$ cat src/rtl/dm_load_unit_pkg.sv
// Shared encodings for the data-memory load path: load ops, exception codes, FSM states.
// Also holds the small legality/alignment helpers used at request time.
package dm_load_unit_pkg;

  typedef enum logic [2:0] {
    OP_LW  = 3'b000,
    OP_LB  = 3'b001,
    OP_LBU = 3'b010,
    OP_LH  = 3'b011,
    OP_LHU = 3'b100
  } ld_op_e;

  typedef enum logic [1:0] {
    EXC_NONE     = 2'b00,
    EXC_MISALIGN = 2'b01,
    EXC_ILLEGAL  = 2'b10,
    EXC_TIMEOUT  = 2'b11
  } exc_code_e;

  typedef enum logic [1:0] {
    ST_IDLE  = 2'b00,
    ST_ISSUE = 2'b01,
    ST_WAIT  = 2'b10,
    ST_DONE  = 2'b11
  } state_e;

  function automatic logic op_is_legal(input logic [2:0] op);
    return (op <= OP_LHU);
  endfunction

  // Byte loads can never be misaligned; halves need bit 0 clear, words both low bits.
  function automatic logic op_is_misaligned(input logic [2:0] op, input logic [1:0] lo);
    logic res;
    res = 1'b0;
    case (op)
      OP_LW:         res = (lo != 2'b00);
      OP_LH, OP_LHU: res = lo[0];
      default:       res = 1'b0;
    endcase
    return res;
  endfunction

endpackage

$ cat src/rtl/dm_load_unit_ext.sv
// Combinational lane select and sign/zero extension of a loaded word.
// Kept standalone so the writeback stage can reuse it.
module load_ext
  import dm_load_unit_pkg::*;
(
  input  logic [2:0]  i_op,
  input  logic [1:0]  i_addr_lo,
  input  logic [31:0] i_word,
  output logic [31:0] o_data
);

  logic [7:0]  w_byte;
  logic [15:0] w_half;

  always_comb begin
    w_byte = 8'h00;
    case (i_addr_lo)
      2'b00:   w_byte = i_word[7:0];
      2'b01:   w_byte = i_word[15:8];
      2'b10:   w_byte = i_word[23:16];
      default: w_byte = i_word[31:24];
    endcase
    w_half = i_addr_lo[1] ? i_word[31:16] : i_word[15:0];

    o_data = 32'h0;
    case (i_op)
      OP_LW:   o_data = i_word;
      OP_LB:   o_data = {{24{w_byte[7]}}, w_byte};
      OP_LBU:  o_data = {24'h0, w_byte};
      OP_LH:   o_data = {{16{w_half[15]}}, w_half};
      OP_LHU:  o_data = {16'h0, w_half};
      default: o_data = 32'h0;
    endcase
  end

endmodule

$ cat src/rtl/dm_load_unit.sv
// Load unit: validates a load request, issues one word read, waits (with timeout)
// for the data, and returns the extracted result or an exception code.
module dm_load_unit
  import dm_load_unit_pkg::*;
#(
  parameter int TIMEOUT = 16
) (
  input  logic        clk,
  input  logic        reset,
  input  logic        ld_req,
  input  logic [2:0]  ld_op,
  input  logic [31:0] addr,
  input  logic [31:0] pc_in,
  output logic        mem_rd_en,
  output logic [31:0] mem_addr,
  input  logic [31:0] mem_rdata,
  input  logic        mem_rvalid,
  output logic        ld_busy,
  output logic        ld_done,
  output logic [31:0] ld_data,
  output logic        ld_exc,
  output logic [1:0]  exc_code,
  output logic [31:0] pc_out
);

  localparam int CW = $clog2(TIMEOUT + 1);

  state_e      r_state, w_state_next;
  exc_code_e   w_exc_next;
  logic [2:0]  r_op;
  logic [1:0]  r_addr_lo;
  logic [31:0] r_pc;
  logic [CW-1:0] r_cnt;
  logic        r_mem_rd_en, r_busy, r_done, r_exc;
  logic [1:0]  r_exc_code;
  logic [31:0] r_mem_addr, r_ld_data, r_pc_out;
  logic [31:0] w_ext_data;

  load_ext u_load_ext (
    .i_op      (r_op),
    .i_addr_lo (r_addr_lo),
    .i_word    (mem_rdata),
    .o_data    (w_ext_data)
  );

  // Illegal op outranks misalignment; rvalid outranks the timeout.
  always_comb begin
    w_state_next = r_state;
    w_exc_next   = EXC_NONE;
    case (r_state)
      ST_IDLE: begin
        if (ld_req) begin
          if (!op_is_legal(ld_op)) begin
            w_state_next = ST_DONE;
            w_exc_next   = EXC_ILLEGAL;
          end else if (op_is_misaligned(ld_op, addr[1:0])) begin
            w_state_next = ST_DONE;
            w_exc_next   = EXC_MISALIGN;
          end else begin
            w_state_next = ST_ISSUE;
          end
        end
      end
      ST_ISSUE: w_state_next = ST_WAIT;
      ST_WAIT: begin
        if (mem_rvalid) begin
          w_state_next = ST_DONE;
        end else if (r_cnt == CW'(TIMEOUT - 1)) begin
          w_state_next = ST_DONE;
          w_exc_next   = EXC_TIMEOUT;
        end
      end
      ST_DONE:  w_state_next = ST_IDLE;
      default:  w_state_next = ST_IDLE;
    endcase
  end

  always_ff @(posedge clk or negedge reset) begin
    if (!reset) begin
      r_state     <= ST_IDLE;
      r_op        <= 3'b000;
      r_addr_lo   <= 2'b00;
      r_pc        <= 32'h0;
      r_cnt       <= '0;
      r_mem_rd_en <= 1'b0;
      r_busy      <= 1'b0;
      r_done      <= 1'b0;
      r_exc       <= 1'b0;
      r_exc_code  <= EXC_NONE;
      r_mem_addr  <= 32'h0;
      r_ld_data   <= 32'h0;
      r_pc_out    <= 32'h0;
    end else begin
      r_state     <= w_state_next;
      r_busy      <= (w_state_next != ST_IDLE);
      r_mem_rd_en <= (w_state_next == ST_ISSUE);
      r_done      <= (w_state_next == ST_DONE);
      case (r_state)
        ST_IDLE: begin
          if (ld_req) begin
            r_op      <= ld_op;
            r_addr_lo <= addr[1:0];
            r_pc      <= pc_in;
            if (w_state_next == ST_ISSUE) begin
              r_mem_addr <= {addr[31:2], 2'b00};
            end else begin
              r_ld_data  <= 32'h0;
              r_pc_out   <= pc_in;
              r_exc      <= 1'b1;
              r_exc_code <= w_exc_next;
            end
          end
        end
        ST_ISSUE: r_cnt <= '0;
        ST_WAIT: begin
          if (w_state_next == ST_DONE) begin
            r_pc_out   <= r_pc;
            r_exc      <= !mem_rvalid;
            r_exc_code <= w_exc_next;
            r_ld_data  <= mem_rvalid ? w_ext_data : 32'h0;
          end else begin
            r_cnt <= r_cnt + CW'(1);
          end
        end
        default: ;
      endcase
    end
  end

  assign mem_rd_en = r_mem_rd_en;
  assign mem_addr  = r_mem_addr;
  assign ld_busy   = r_busy;
  assign ld_done   = r_done;
  assign ld_data   = r_ld_data;
  assign ld_exc    = r_exc;
  assign exc_code  = r_exc_code;
  assign pc_out    = r_pc_out;

endmodule

$ cat config.mk
export PLATFORM = sky130hd
export DESIGN_NAME = dm_load_unit
export DESIGN_NICKNAME = d
export VERILOG_FILES = /design/src/rtl/dm_load_unit_pkg.sv /design/src/rtl/dm_load_unit_ext.sv /design/src/rtl/dm_load_unit.sv
export SDC_FILE = /design/constraint.sdc
export NUM_CORES = 1
export LEC_CHECK = 0
export CORE_MARGIN = 2
export CORE_UTILIZATION = 25
export DETAILED_ROUTE_END_ITERATION = 8
export SLEW_MARGIN = 20
export SYNTH_ARGS = -nofsm -noshare
export SYNTH_HDL_FRONTEND = slang
export SYNTH_SLANG_ARGS = --single-unit
$ cat constraint.sdc
create_clock -name clk -period 2.1 [get_ports clk]
set_input_delay 0.21 -clock clk [delete_from_list [all_inputs] [get_ports clk]]
set_output_delay 0.21 -clock clk [all_outputs]
set_load 0.02 [all_outputs]
==> flow_summary_export.csv <==
group,metric,value,unit
status,outcome,"finished, final reports clean",
drt,drt-wirelength-per-cell,17.2,microns
power_and_ir_drop,power_per_cell_area,1510,mW/mm^2
floorplan,initial_core_util,25.4,%
clock_network,cts.sink_count,144,
power_and_ir_drop,leakage,4.30,nW
power_and_ir_drop,share_comb_of_total_power,49.1,%
drt,routed_via_density,4.56,
finish,mostFrequentLayoutCell,"sky130_fd_sc_hd__clkdlybuf4s50_1",
floorplan,fp.dieArea,0.0278,sq mm
placement,dp_slack,-0.156,ns
floorplan,fp.dieH,167,microns
clock_network,cts_root_buffer,"sky130_fd_sc_hd__clkbuf_16",
logic_synthesis,synth.cell_area,0.00663,sq mm
power_and_ir_drop,share_of_power_burned_in_the_clock_network,20.6,%
placement,placement.io_buffers,202,
floorplan,die_x,167,microns
timing,timing.final.max_slew_violations,0,
timing,clock.fmax,0.477,GHz
placement,routabilityCongestion,0.756,
drt,remaining_antenna_violation_count,0,
logic_synthesis,yosys_register_bits,144,
critical_path,cp_top_family,"simple AND/OR/NAND/NOR gates",
clock_network,worstSkewPairLatency,0.42,ns
power_and_ir_drop,cell_internal_pwr,9.80,mW
power_and_ir_drop,worst_ir_drop_vdd,0.603,mV
finish,syn_to_final_growth,55.2,%
global_routing,grt_antenna_before_repair,1,
timing,post-route-period-util,99.9,%
placement,place_hpwl,13700,microns
clock_network,cts_tree,"built",
critical_path,timing.critical_path.from,"r_cnt[0]",
timing,skew,0.0141,ns
timing,min_period,2.10,ns
global_routing,grt_pass1_vias,5343,
drt,route.vias.total,5267,
floorplan,core.rowCount,59,
finish,fin_nets,915,
critical_path,required,2.41,ns
logic_synthesis,synth_enable_flop_cells,0,
logic_synthesis,synth_seq_area_share,54.3,%
placement,post_dp_cell_area,0.00941,sq mm
timing,setup-violations-final,0,
drt,finalWirelength,19800,microns
finish,final_area,0.0103,sq mm
critical_path,worstPathArrival,2.41,ns
floorplan,core-area,0.0261,sq mm
power_and_ir_drop,switching_component_of_the_power,5.71,mW
finish,layout_common_cells,"sky130_fd_sc_hd__clkdlybuf4s50_1, sky130_fd_sc_hd__dfrtp_1, sky130_fd_sc_hd__nand2_1, sky130_fd_sc_hd__o21ai_1, sky130_fd_sc_hd__buf_4",
logic_synthesis,async_reset_ff_share,100,%
timing,rsz0062_at_grt,"yes",
critical_path,critical_path.startpoint_type,"flip-flop",
timing,finalHoldViolations,0,
critical_path,sort_of_element_at_the_end_of_the_critical_path,"flip-flop",
hold_path,worst_hold_path_type,"primary input to async pin",
critical_path,critical_path_max_stage_delay,0.35,ns
job,max_cap_viol_count,0,
clock_network,clk_pin_slew,0.08,ns
finish,layout-drive-gt1-share,20.4,%
global_routing,globalRouteTotalUtil,13.7,%
critical_path,critical_path_peak_fanout,4,
logic_synthesis,synth.distinct_cells,52,
logic_synthesis,yosysWarningCount,0,
critical_path,setup.worst_path.class,"flip-flop to flip-flop",
timing,max_slew.worst_pin.slew,0.579,ns
critical_path,crit_buf_inv,0,
finish,filler_cell_count,2528,
clock_network,htreeDepth,4,
drt,dr.first_iter.drc_count,233,
floorplan,pin_count,205,
critical_path,critical_path.slowest_cell,"sky130_fd_sc_hd__dfrtp_1",
drt,first_pass_iters,4,
logic_synthesis,synth_top_flop_cell,"sky130_fd_sc_hd__dfrtp_1",
finish,antenna-diode-count,0,
logic_synthesis,synthCells,554,
timing,maxSlewHeadroom,61.4,%
clock_network,cts-buffers-inserted,17,
global_routing,grt_start_max_net_pins,60,
timing,hold-worst-slack,0.340,ns
global_routing,globalRouteOverflowTotal,0,
drt,drc,0,
critical_path,path_cells,"ha_2, and3_4, ha_4, nor4_4, or3_4, a31oi_4, mux2_4, a21o_1",
critical_path,reg2reg_from,"r_cnt[0]",
power_and_ir_drop,power.share.sequential,30.3,%
global_routing,wire_length_of_the_first_global_routing_pass,30000,microns
timing,fin_ws,0.00229,ns
clock_network,cts_max_path_buffers,2,
power_and_ir_drop,swShare,36.8,%
finish,finish.utilization,39.5,%
logic_synthesis,synthesis.area_per_instance,12.0,sq um
==> area by class of cell <==
| cell class | count | area, sq um | share of cell area [%] |
|---|---|---|---|
| Sequential cell | 144 | 3600 | 35.0 |
| Tap cell | 335 | 419 | 4.07 |
| Clock buffer | 18 | 429 | 4.17 |
| Timing Repair Buffer | 269 | 2710 | 26.3 |
| Inverter | 4 | 15.0 | 0.146 |
| Clock inverter | 14 | 179 | 1.74 |
| Multi-Input combinational cell | 371 | 2940 | 28.5 |
==> state kept, by name, indices dropped and copies added (netlist names), 2 cells and up <==
register	flops
r_addr_lo	2
r_op	3
exc_code	2
r_state	2
ld_data	32
mem_addr	30
pc_out	32
r_cnt	5
r_pc	32
==> synth_stat cells (2+ instances only) <==
library cell               count  area share (%)
sky130_fd_sc_hd__mux2_1       33             5.6
sky130_fd_sc_hd__or3_1         2            0.19
sky130_fd_sc_hd__nand3_1       4            0.30
sky130_fd_sc_hd__mux2i_1      34             5.1
sky130_fd_sc_hd__a21o_1        2            0.23
sky130_fd_sc_hd__nand2_1      70             4.0
sky130_fd_sc_hd__nor2_1        5            0.28
sky130_fd_sc_hd__dfrtp_1     144              54
sky130_fd_sc_hd__nand3b_1      2            0.23
sky130_fd_sc_hd__buf_4         3            0.34
sky130_fd_sc_hd__a221oi_1      7            0.92
sky130_fd_sc_hd__a22o_1       10             1.3
sky130_fd_sc_hd__o211ai_1      5            0.57
sky130_fd_sc_hd__nor3b_1       4            0.45
sky130_fd_sc_hd__o21ai_0      19             1.4
sky130_fd_sc_hd__mux2_2       38             6.5
sky130_fd_sc_hd__xnor2_1       2            0.26
sky130_fd_sc_hd__buf_6         2            0.34
sky130_fd_sc_hd__buf_2        18             1.4
sky130_fd_sc_hd__ha_1          5            0.94
sky130_fd_sc_hd__nor2b_1      26             2.5
sky130_fd_sc_hd__o21a_1        4            0.45
sky130_fd_sc_hd__o21ai_1      55             4.2
sky130_fd_sc_hd__inv_1         4            0.23
sky130_fd_sc_hd__and3_1        3            0.28
sky130_fd_sc_hd__mux4_2        8             2.7
sky130_fd_sc_hd__a22oi_1       8            0.91
sky130_fd_sc_hd__clkbuf_1     13            0.74
==> metal layers <==
metal | track usage (%) | routed length [microns] | up-vias | part of all wire [%]
li1 | - | - | 2498 | -
met1 | 18.5 | 9020 | 2571 | 46
met2 | 21.6 | 9120 | 178 | 46
met3 | 3.90 | 1350 | 18 | 6.8
met4 | 3.52 | 306 | 2 | 1.5
met5 | 0 | 13 | - | 0.066
==> worst register-to-register path, cell delays in order (launching register included) <==
cell                      delay (ns)
sky130_fd_sc_hd__dfrtp_1        0.35
sky130_fd_sc_hd__ha_2           0.19
sky130_fd_sc_hd__and3_4         0.19
sky130_fd_sc_hd__ha_4           0.15
sky130_fd_sc_hd__nor4_4         0.05
sky130_fd_sc_hd__or3_4          0.35
sky130_fd_sc_hd__a31oi_4        0.21
sky130_fd_sc_hd__mux2_4         0.32
sky130_fd_sc_hd__a21o_1         0.17
==> kinds of logic (layout without fill, tap and decap cells) <==
family                     Yosys count  in the layout  synth area share (%)
adders and majority gates            5              5                 0.943
and+or+nand+nor                    127            127                  9.68
xor gates and xnor gates             2              2                 0.264
other                                1              2                0.0565
buffers and inverters               40            305                  3.00
AOI/OAI and AO/OA                  122            122                  11.8
DFF                                144            144                  54.3
muxes                              113            113                  19.9
==> final timing paths <==
check / end / slack, ns / cells after the start
worst max-delay path: r_cnt[1] / 0.002 / 8
worst min-delay path: ld_data[18] / 0.34 / 2
worst max register to register: r_cnt[1] / 0.002 / 8
worst min register to register: ld_data[0] / 0.48 / 2
max in group asynchronous: pc_out[9] / 1.10 / 3
min in group clk: mem_addr[12] / 0.39 / 2
==> power groups by stage <==
stage / combinational, mW / clock [mW] / sequential (mW)
after floorplan: 3.19 / 0 / 5.56
after global placement: 7.09 / 0 / 4.73
after CTS: 7.28 / 3.29 / 4.71
after global routing: 8.20 / 3.40 / 4.89
final: 7.61 / 3.20 / 4.70
after detailed placement: 7.20 / 0 / 4.74
==> metrics by stage <==
stage          instances  TNS, ns  power (mW)
3_3_place_gp        1112    -3.90        11.8
4_1_cts             1146        0        15.3
6_report            1155        0        15.5
3_5_place_dp        1112    -5.98        11.9
5_1_grt             1155   -0.405        16.5
2_1_floorplan        555  -0.0843        8.74
==> repair_timing <==
action,in CTS,in global routing
hold endpoints to repair,53,0
gates resized for setup,7,13
endpoints found under the setup margin,47,65
pin swaps,2,12
buffers inserted,1,3
gates cloned,0,6
hold buffers,1,0
Note: power is estimated with default switching activity, not from simulation.
